[config.mk]
export PLATFORM = sky130hd
export DESIGN_NAME = snes_vector_tap
export DESIGN_NICKNAME = d
export VERILOG_FILES = /design/src/rtl/snes_tap_pkg.sv /design/src/rtl/snes_sat_counter.sv /design/src/rtl/snes_vector_tap.sv
export SDC_FILE = /design/constraint.sdc
export NUM_CORES = 1
export LEC_CHECK = 0
export CAP_MARGIN = 10
export CORE_MARGIN = 2
export CORE_UTILIZATION = 35
export CTS_CLUSTER_SIZE = 16
export DETAILED_ROUTE_END_ITERATION = 6
export PLACE_DENSITY = 0.67
export REMOVE_ABC_BUFFERS = 1
export SLEW_MARGIN = 20
export SYNTH_ARGS = -nofsm -noshare
export SYNTH_HDL_FRONTEND = slang
export SYNTH_SLANG_ARGS = --single-unit
[constraint.sdc]
create_clock -name clk -period 1.9 [get_ports clk]
set_input_delay 0.475 -clock clk [delete_from_list [all_inputs] [get_ports clk]]
set_output_delay 0.475 -clock clk [all_outputs]
set_load 0.005 [all_outputs]
[src/rtl/snes_tap_pkg.sv]
// Shared types and defaults for the SNES vector-fetch tap.
package snes_tap_pkg;

   typedef enum logic [0:0] {
      ST_IDLE   = 1'b0,
      ST_GOT_LO = 1'b1
   } tap_state_e;

   localparam logic VEC_ID_RESET = 1'b0;
   localparam logic VEC_ID_NMI   = 1'b1;

   localparam logic [7:0]  DEF_RST_LO_ADDR = 8'hFC;
   localparam logic [7:0]  DEF_NMI_LO_ADDR = 8'hEA;
   localparam int unsigned DEF_TIMEOUT_CYC = 64;
   localparam int unsigned DEF_CNT_W       = 8;

   // High byte of a vector lives at lo+1 within the same 8-bit page, so $FF pairs with $00.
   function automatic logic [7:0] next_addr(input logic [7:0] a);
      return a + 8'd1;
   endfunction

endpackage

[src/rtl/snes_sat_counter.sv]
// Saturating up-counter: increments on inc_i, holds at all-ones, synchronous clear.
module snes_sat_counter #(
   parameter int unsigned W = 8
) (
   input  logic         clk_i,
   input  logic         clear_i,
   input  logic         inc_i,
   output logic [W-1:0] count_o
);

   logic [W-1:0] count_q;
   logic [W-1:0] count_d;

   // Next count: step only while below the ceiling.
   always_comb begin
      count_d = count_q;
      if (inc_i && (count_q != {W{1'b1}})) begin
         count_d = count_q + W'(1);
      end
   end

   // Count register; clear dominates.
   always_ff @(posedge clk_i) begin
      if (clear_i) begin
         count_q <= '0;
      end else begin
         count_q <= count_d;
      end
   end

   assign count_o = count_q;

endmodule

[src/rtl/snes_vector_tap.sv]
// Watches qualified SNES bus events for a two-byte vector fetch (lo, then lo+1),
// assembles the 16-bit vector, and offers it to hook logic over valid/ready.
//
// state     | meaning
// ----------+-----------------------------------------------------------
// ST_IDLE   | waiting for a low-byte fetch at the RESET or NMI address
// ST_GOT_LO | low byte held; expecting the matching high byte or timeout
module snes_vector_tap
   import snes_tap_pkg::*;
#(
   parameter logic [7:0]  RST_LO_ADDR = DEF_RST_LO_ADDR,
   parameter logic [7:0]  NMI_LO_ADDR = DEF_NMI_LO_ADDR,
   parameter int unsigned TIMEOUT_CYC = DEF_TIMEOUT_CYC,
   parameter int unsigned CNT_W       = DEF_CNT_W
) (
   input  logic             clk,
   input  logic             rst_n,
   input  logic [7:0]       PA_sync,
   input  logic [7:0]       D_sync,
   input  logic             event_latch,
   output logic             vec_valid,
   input  logic             vec_ready,
   output logic             vec_id,
   output logic [15:0]      vec_addr,
   output logic             overflow,
   input  logic             clr_overflow,
   output logic [CNT_W-1:0] reset_count,
   output logic [CNT_W-1:0] nmi_count
);

   localparam int unsigned     TMO_W    = (TIMEOUT_CYC > 1) ? $clog2(TIMEOUT_CYC) : 1;
   localparam logic [TMO_W-1:0] TMO_LAST = TMO_W'(TIMEOUT_CYC - 1);

   logic             ev_q;
   logic             ev;
   tap_state_e       state_q, state_d;
   logic [7:0]       lo_q, lo_d;
   logic             id_q, id_d;
   logic [TMO_W-1:0] tmo_q, tmo_d;

   logic             vec_valid_q, vec_valid_d;
   logic             vec_id_q, vec_id_d;
   logic [15:0]      vec_addr_q, vec_addr_d;
   logic             overflow_q, overflow_d;

   logic             lo_hit;
   logic             lo_hit_id;
   logic             hi_match;
   logic             complete;
   logic             slot_free;

   // The level from the synchroniser stays high for many clocks; act only on its first cycle.
   assign ev = event_latch & ~ev_q;

   // Classify the current address as a vector low byte, and check for the expected high byte.
   always_comb begin
      lo_hit    = 1'b0;
      lo_hit_id = VEC_ID_RESET;
      if (PA_sync == RST_LO_ADDR) begin
         lo_hit = 1'b1;
      end else if (PA_sync == NMI_LO_ADDR) begin
         lo_hit    = 1'b1;
         lo_hit_id = VEC_ID_NMI;
      end
   end

   assign hi_match = (PA_sync == next_addr((id_q == VEC_ID_NMI) ? NMI_LO_ADDR : RST_LO_ADDR));

   // Fetch-tracking FSM next state; a mismatched event in GOT_LO is re-judged as a fresh low byte.
   always_comb begin
      state_d  = state_q;
      lo_d     = lo_q;
      id_d     = id_q;
      tmo_d    = tmo_q;
      complete = 1'b0;
      case (state_q)
         ST_IDLE: begin
            if (ev && lo_hit) begin
               state_d = ST_GOT_LO;
               lo_d    = D_sync;
               id_d    = lo_hit_id;
               tmo_d   = '0;
            end
         end
         ST_GOT_LO: begin
            if (ev) begin
               if (hi_match) begin
                  complete = 1'b1;
                  state_d  = ST_IDLE;
               end else if (lo_hit) begin
                  state_d = ST_GOT_LO;
                  lo_d    = D_sync;
                  id_d    = lo_hit_id;
                  tmo_d   = '0;
               end else begin
                  state_d = ST_IDLE;
               end
            end else if (tmo_q == TMO_LAST) begin
               state_d = ST_IDLE;
            end else begin
               tmo_d = tmo_q + TMO_W'(1);
            end
         end
         default: begin
            state_d = ST_IDLE;
         end
      endcase
   end

   // Output slot: a completed vector lands only if the slot is empty or being drained this cycle.
   always_comb begin
      slot_free   = ~vec_valid_q | vec_ready;
      vec_valid_d = vec_valid_q & ~vec_ready;
      vec_id_d    = vec_id_q;
      vec_addr_d  = vec_addr_q;
      overflow_d  = overflow_q;
      if (clr_overflow) begin
         overflow_d = 1'b0;
      end
      if (complete) begin
         if (slot_free) begin
            vec_valid_d = 1'b1;
            vec_id_d    = id_q;
            vec_addr_d  = {D_sync, lo_q};
         end else begin
            overflow_d = 1'b1;
         end
      end
   end

   // State, capture and slot registers with synchronous active-low reset.
   always_ff @(posedge clk) begin
      if (!rst_n) begin
         ev_q        <= 1'b0;
         state_q     <= ST_IDLE;
         lo_q        <= '0;
         id_q        <= VEC_ID_RESET;
         tmo_q       <= '0;
         vec_valid_q <= 1'b0;
         vec_id_q    <= 1'b0;
         vec_addr_q  <= '0;
         overflow_q  <= 1'b0;
      end else begin
         ev_q        <= event_latch;
         state_q     <= state_d;
         lo_q        <= lo_d;
         id_q        <= id_d;
         tmo_q       <= tmo_d;
         vec_valid_q <= vec_valid_d;
         vec_id_q    <= vec_id_d;
         vec_addr_q  <= vec_addr_d;
         overflow_q  <= overflow_d;
      end
   end

   // Completions are counted even when the vector itself is dropped.
   snes_sat_counter #(.W(CNT_W)) u_reset_cnt (
      .clk_i   (clk),
      .clear_i (~rst_n),
      .inc_i   (complete && (id_q == VEC_ID_RESET)),
      .count_o (reset_count)
   );

   snes_sat_counter #(.W(CNT_W)) u_nmi_cnt (
      .clk_i   (clk),
      .clear_i (~rst_n),
      .inc_i   (complete && (id_q == VEC_ID_NMI)),
      .count_o (nmi_count)
   );

   assign vec_valid = vec_valid_q;
   assign vec_id    = vec_id_q;
   assign vec_addr  = vec_addr_q;
   assign overflow  = overflow_q;

endmodule
==> results.cfg <==
[timing]
worstMarginPinSlew_ns = 0.351
fin_crit_ns = 1.85
fmax_mhz = 540
hold_viol = 0
slew_headroom_pct = 76.3
setup_viol = 0
tns_ns = 0
fin_crit_sh_pct = 97.4
fin_worst_skew_ns = 0.0101
finalMaxSlewViolations = 0

[worst_setup_path]
slowest_delay_ns = 0.43
cp_cell_sequence = dlygate4sd2_1 > nor3b_4 > buf_4 > o21ai_1 > or3_4 > or4_4 > a21oi_2
crit_slowest_cell = or4_4
cp_top_family = simple AND/OR/NAND/NOR gates
crit_type = in -> reg
cp-end-kind = flop
path_buf_inv = 2
start_kind = input port
critical_path.max_fanout = 7
worstPathRequired_ns = 2.15
crit_arrival_ns = 2.10

[synthesis]
synth_cell_types = 47
post-synth-top-area-fraction_pct = 45.7
syn_area_per_cell_um2 = 9.19
async_flop_share_pct = 0
synth_ff_type = dfxtp_1
yosysWarningCount = 0
netlist_instances = 248
synth_seq_area_share_pct = 45.7
synth_edf_count = 0
synthTopCellsByArea = dfxtp_1 46%, mux2i_1 8.3%, nor2_1 4.8%, nand2_1 4.4%, a21oi_1 4.4%
yosysTopAreaCell = dfxtp_1
syn_area_mm2 = 0.00228
ys_seq_elements = 52

[die]
start_util_pct = 36.1
fp-row-count = 29
die_y_um = 84.7
core_mm2 = 0.00631
die_width_um = 84.7
dieArea_mm2 = 0.00717
io-pin-count = 56

[finish]
nets = 358
area_growth_pct = 45.1
fillCellCount = 594
final_area_mm2 = 0.00331
fin_util_pct = 52.4
layout_common_cells = 51 x dfxtp_1, 46 x clkdlybuf4s50_1, 32 x buf_4, 29 x nor2_1, 27 x nand2_1
drive_above_1_share_pct = 17.9
final_cell_count_no_fill = 413
layout_commonest_cell = dfxtp_1

[grt]
grt_usage_pct = 15.5
grt_pass1_vias = 2077
grt_max_degree = 46
antenna_found_initial = 0
grt_pass1_wl_mm = 9.29
grt_overflow_total = 0

[clock_tree]
clockBufferDepth = 2
clockRootBuffer = clkbuf_8
cts_tree = done
cts_sinks = 52
cts_buffers = 5
hold_buffers = 0
clk_pin_slew_ns = 0.09
htreeDepth = 2
clk_latency_ns = 0.30

[power_and_ir_drop]
power_frac_seq_pct = 58.5
pwr-share-clk_pct = 35.0
p_leak_nw = 1.32
p_switching_w = 0.000412
p_per_area_mw_per_mm2 = 564
switching_share_pct = 22.1
combPwrFrac_pct = 6.4
design_power_total_w = 0.00186
p_int_w = 0.00145
peakVddDrop_mv = 0.248

[min_path]
hold_class = reg -> reg

[place]
globalplace.congestion = 0.869
io_buffers = 55
dp_hpwl_mm = 3.80
placed_area_mm2 = 0.00310
place_inst = 399

[routing]
first_iter_violations = 62
via_count = 2089
via_per_inst = 5.06
drc = 0
avgRoutedWirePerCell_um = 13.0
first_pass_iters = 4
drtAntennaViolNets = 0
routed_wl_mm = 5.38

[run_status]
status = finished, final reports clean

[run]
maxCapViolCount = 0
-- worst paths after layout --
path | from | to | slack (ns) | cells past startpoint
worst max-delay path | PA_sync[1] | u_reset_cnt.count_o[7] | 0.05 | 7
worst min-delay path | lo_q[0] | lo_q[0] | 0.46 | 2
worst max register to register | ev_q | u_reset_cnt.count_o[7] | 0.08 | 6
worst min register to register | lo_q[0] | lo_q[0] | 0.46 | 2
-- what timing repair did --
item,in CTS,in global routing
pin swaps,8,2
resized for setup,15,9
endpoints found under the setup margin,25,16
endpoints found under the hold margin,0,0
buffers inserted,3,0
cloned,2,0
-- routing by layer --
layer	vias up	routed length, µm	GRT usage [%]
met5	-	0	0
met4	0	38	4.18
met3	4	201	3.64
met2	40	2590	25.9
met1	979	2540	20.2
li1	1066	-	-
-- layout make-up --
cell class                 count  area (µm²)  area share [%]
multi-input combinational    182        1190            35.9
clock inverter                 1        7.51           0.227
inverter                       2        7.51           0.227
tap                           77        96.3            2.91
clock buffer                   7        86.3            2.61
sequential                    52        1040            31.5
antenna                        1        2.50          0.0757
timing repair buffer          91         877            26.5
-- power by group through the flow --
stage / Sequential (W) / Combinational, W / Clock, W
after CTS: 0.00109 / 0.000117 / 0.000672
after floorplan: 0.00112 / 0.0000299 / 0
after detailed placement: 0.00112 / 0.000119 / 0
after global placement: 0.00112 / 0.000118 / 0
after global routing: 0.00109 / 0.000130 / 0.000706
final: 0.00109 / 0.000120 / 0.000653
-- kinds of logic (layout without fill, tap and decap cells) --
group                      after synthesis  after routing  share of synthesized area (%)
muxes                                   20             20                           8.84
adders and majority gates                3              3                           1.65
xor gates and xnor gates                 5              5                           1.92
AOI/OAI and AO/OA                       43             43                           12.2
and+or+nand+nor                        111            111                           25.5
DFF                                     52             52                           45.7
other                                    0              1                              0
buffers and inverters                   14            101                           4.17
-- cell usage after synthesis, drive strengths merged, types with 2 or more instances --
library cell / n
ha: 3
inv: 2
a21oi: 21
o21ai: 4
nand2b: 6
o2111a: 2
nand2: 27
clkbuf: 7
and2: 2
nor2: 29
dfxtp: 52
and3: 2
nor4: 2
mux2i: 19
or3: 4
and3b: 3
or4: 3
xnor2: 4
buf: 4
o211ai: 5
o31ai: 3
nor4b: 2
nand3: 15
o41ai: 2
nand4: 6
nor3b: 3
o311ai: 2
-- state kept, by name, indices dropped and copies added, names as in the netlist --
name,flops
ev_q,1
id_q,1
lo_q,8
overflow,1
state_q,1
tmo_q,6
u_nmi_cnt.count_o,8
u_reset_cnt.count_o,8
vec_addr,16
vec_id,1
vec_valid,1
-- per-stage QoR --
step / setup WS (ns) / hold WS, ns
after CTS: 0.0318 / 0.460
after floorplan: -0.239 / 0.436
final: 0.0486 / 0.461
after detailed placement: -0.544 / 0.447
after global routing: -0.0219 / 0.479
after global placement: -0.506 / 0.442
-- worst reg2reg max path: cells and delay by family (launching register included) --
family | cells | cell delay, ns
AND/OR/NAND/NOR | 4 | 1.17
flip-flops | 1 | 0.31
AO/OA/AOI/OAI | 1 | 0.13
buffers and inverters | 1 | 0.15
Note: power is estimated with default switching activity, not from simulation.
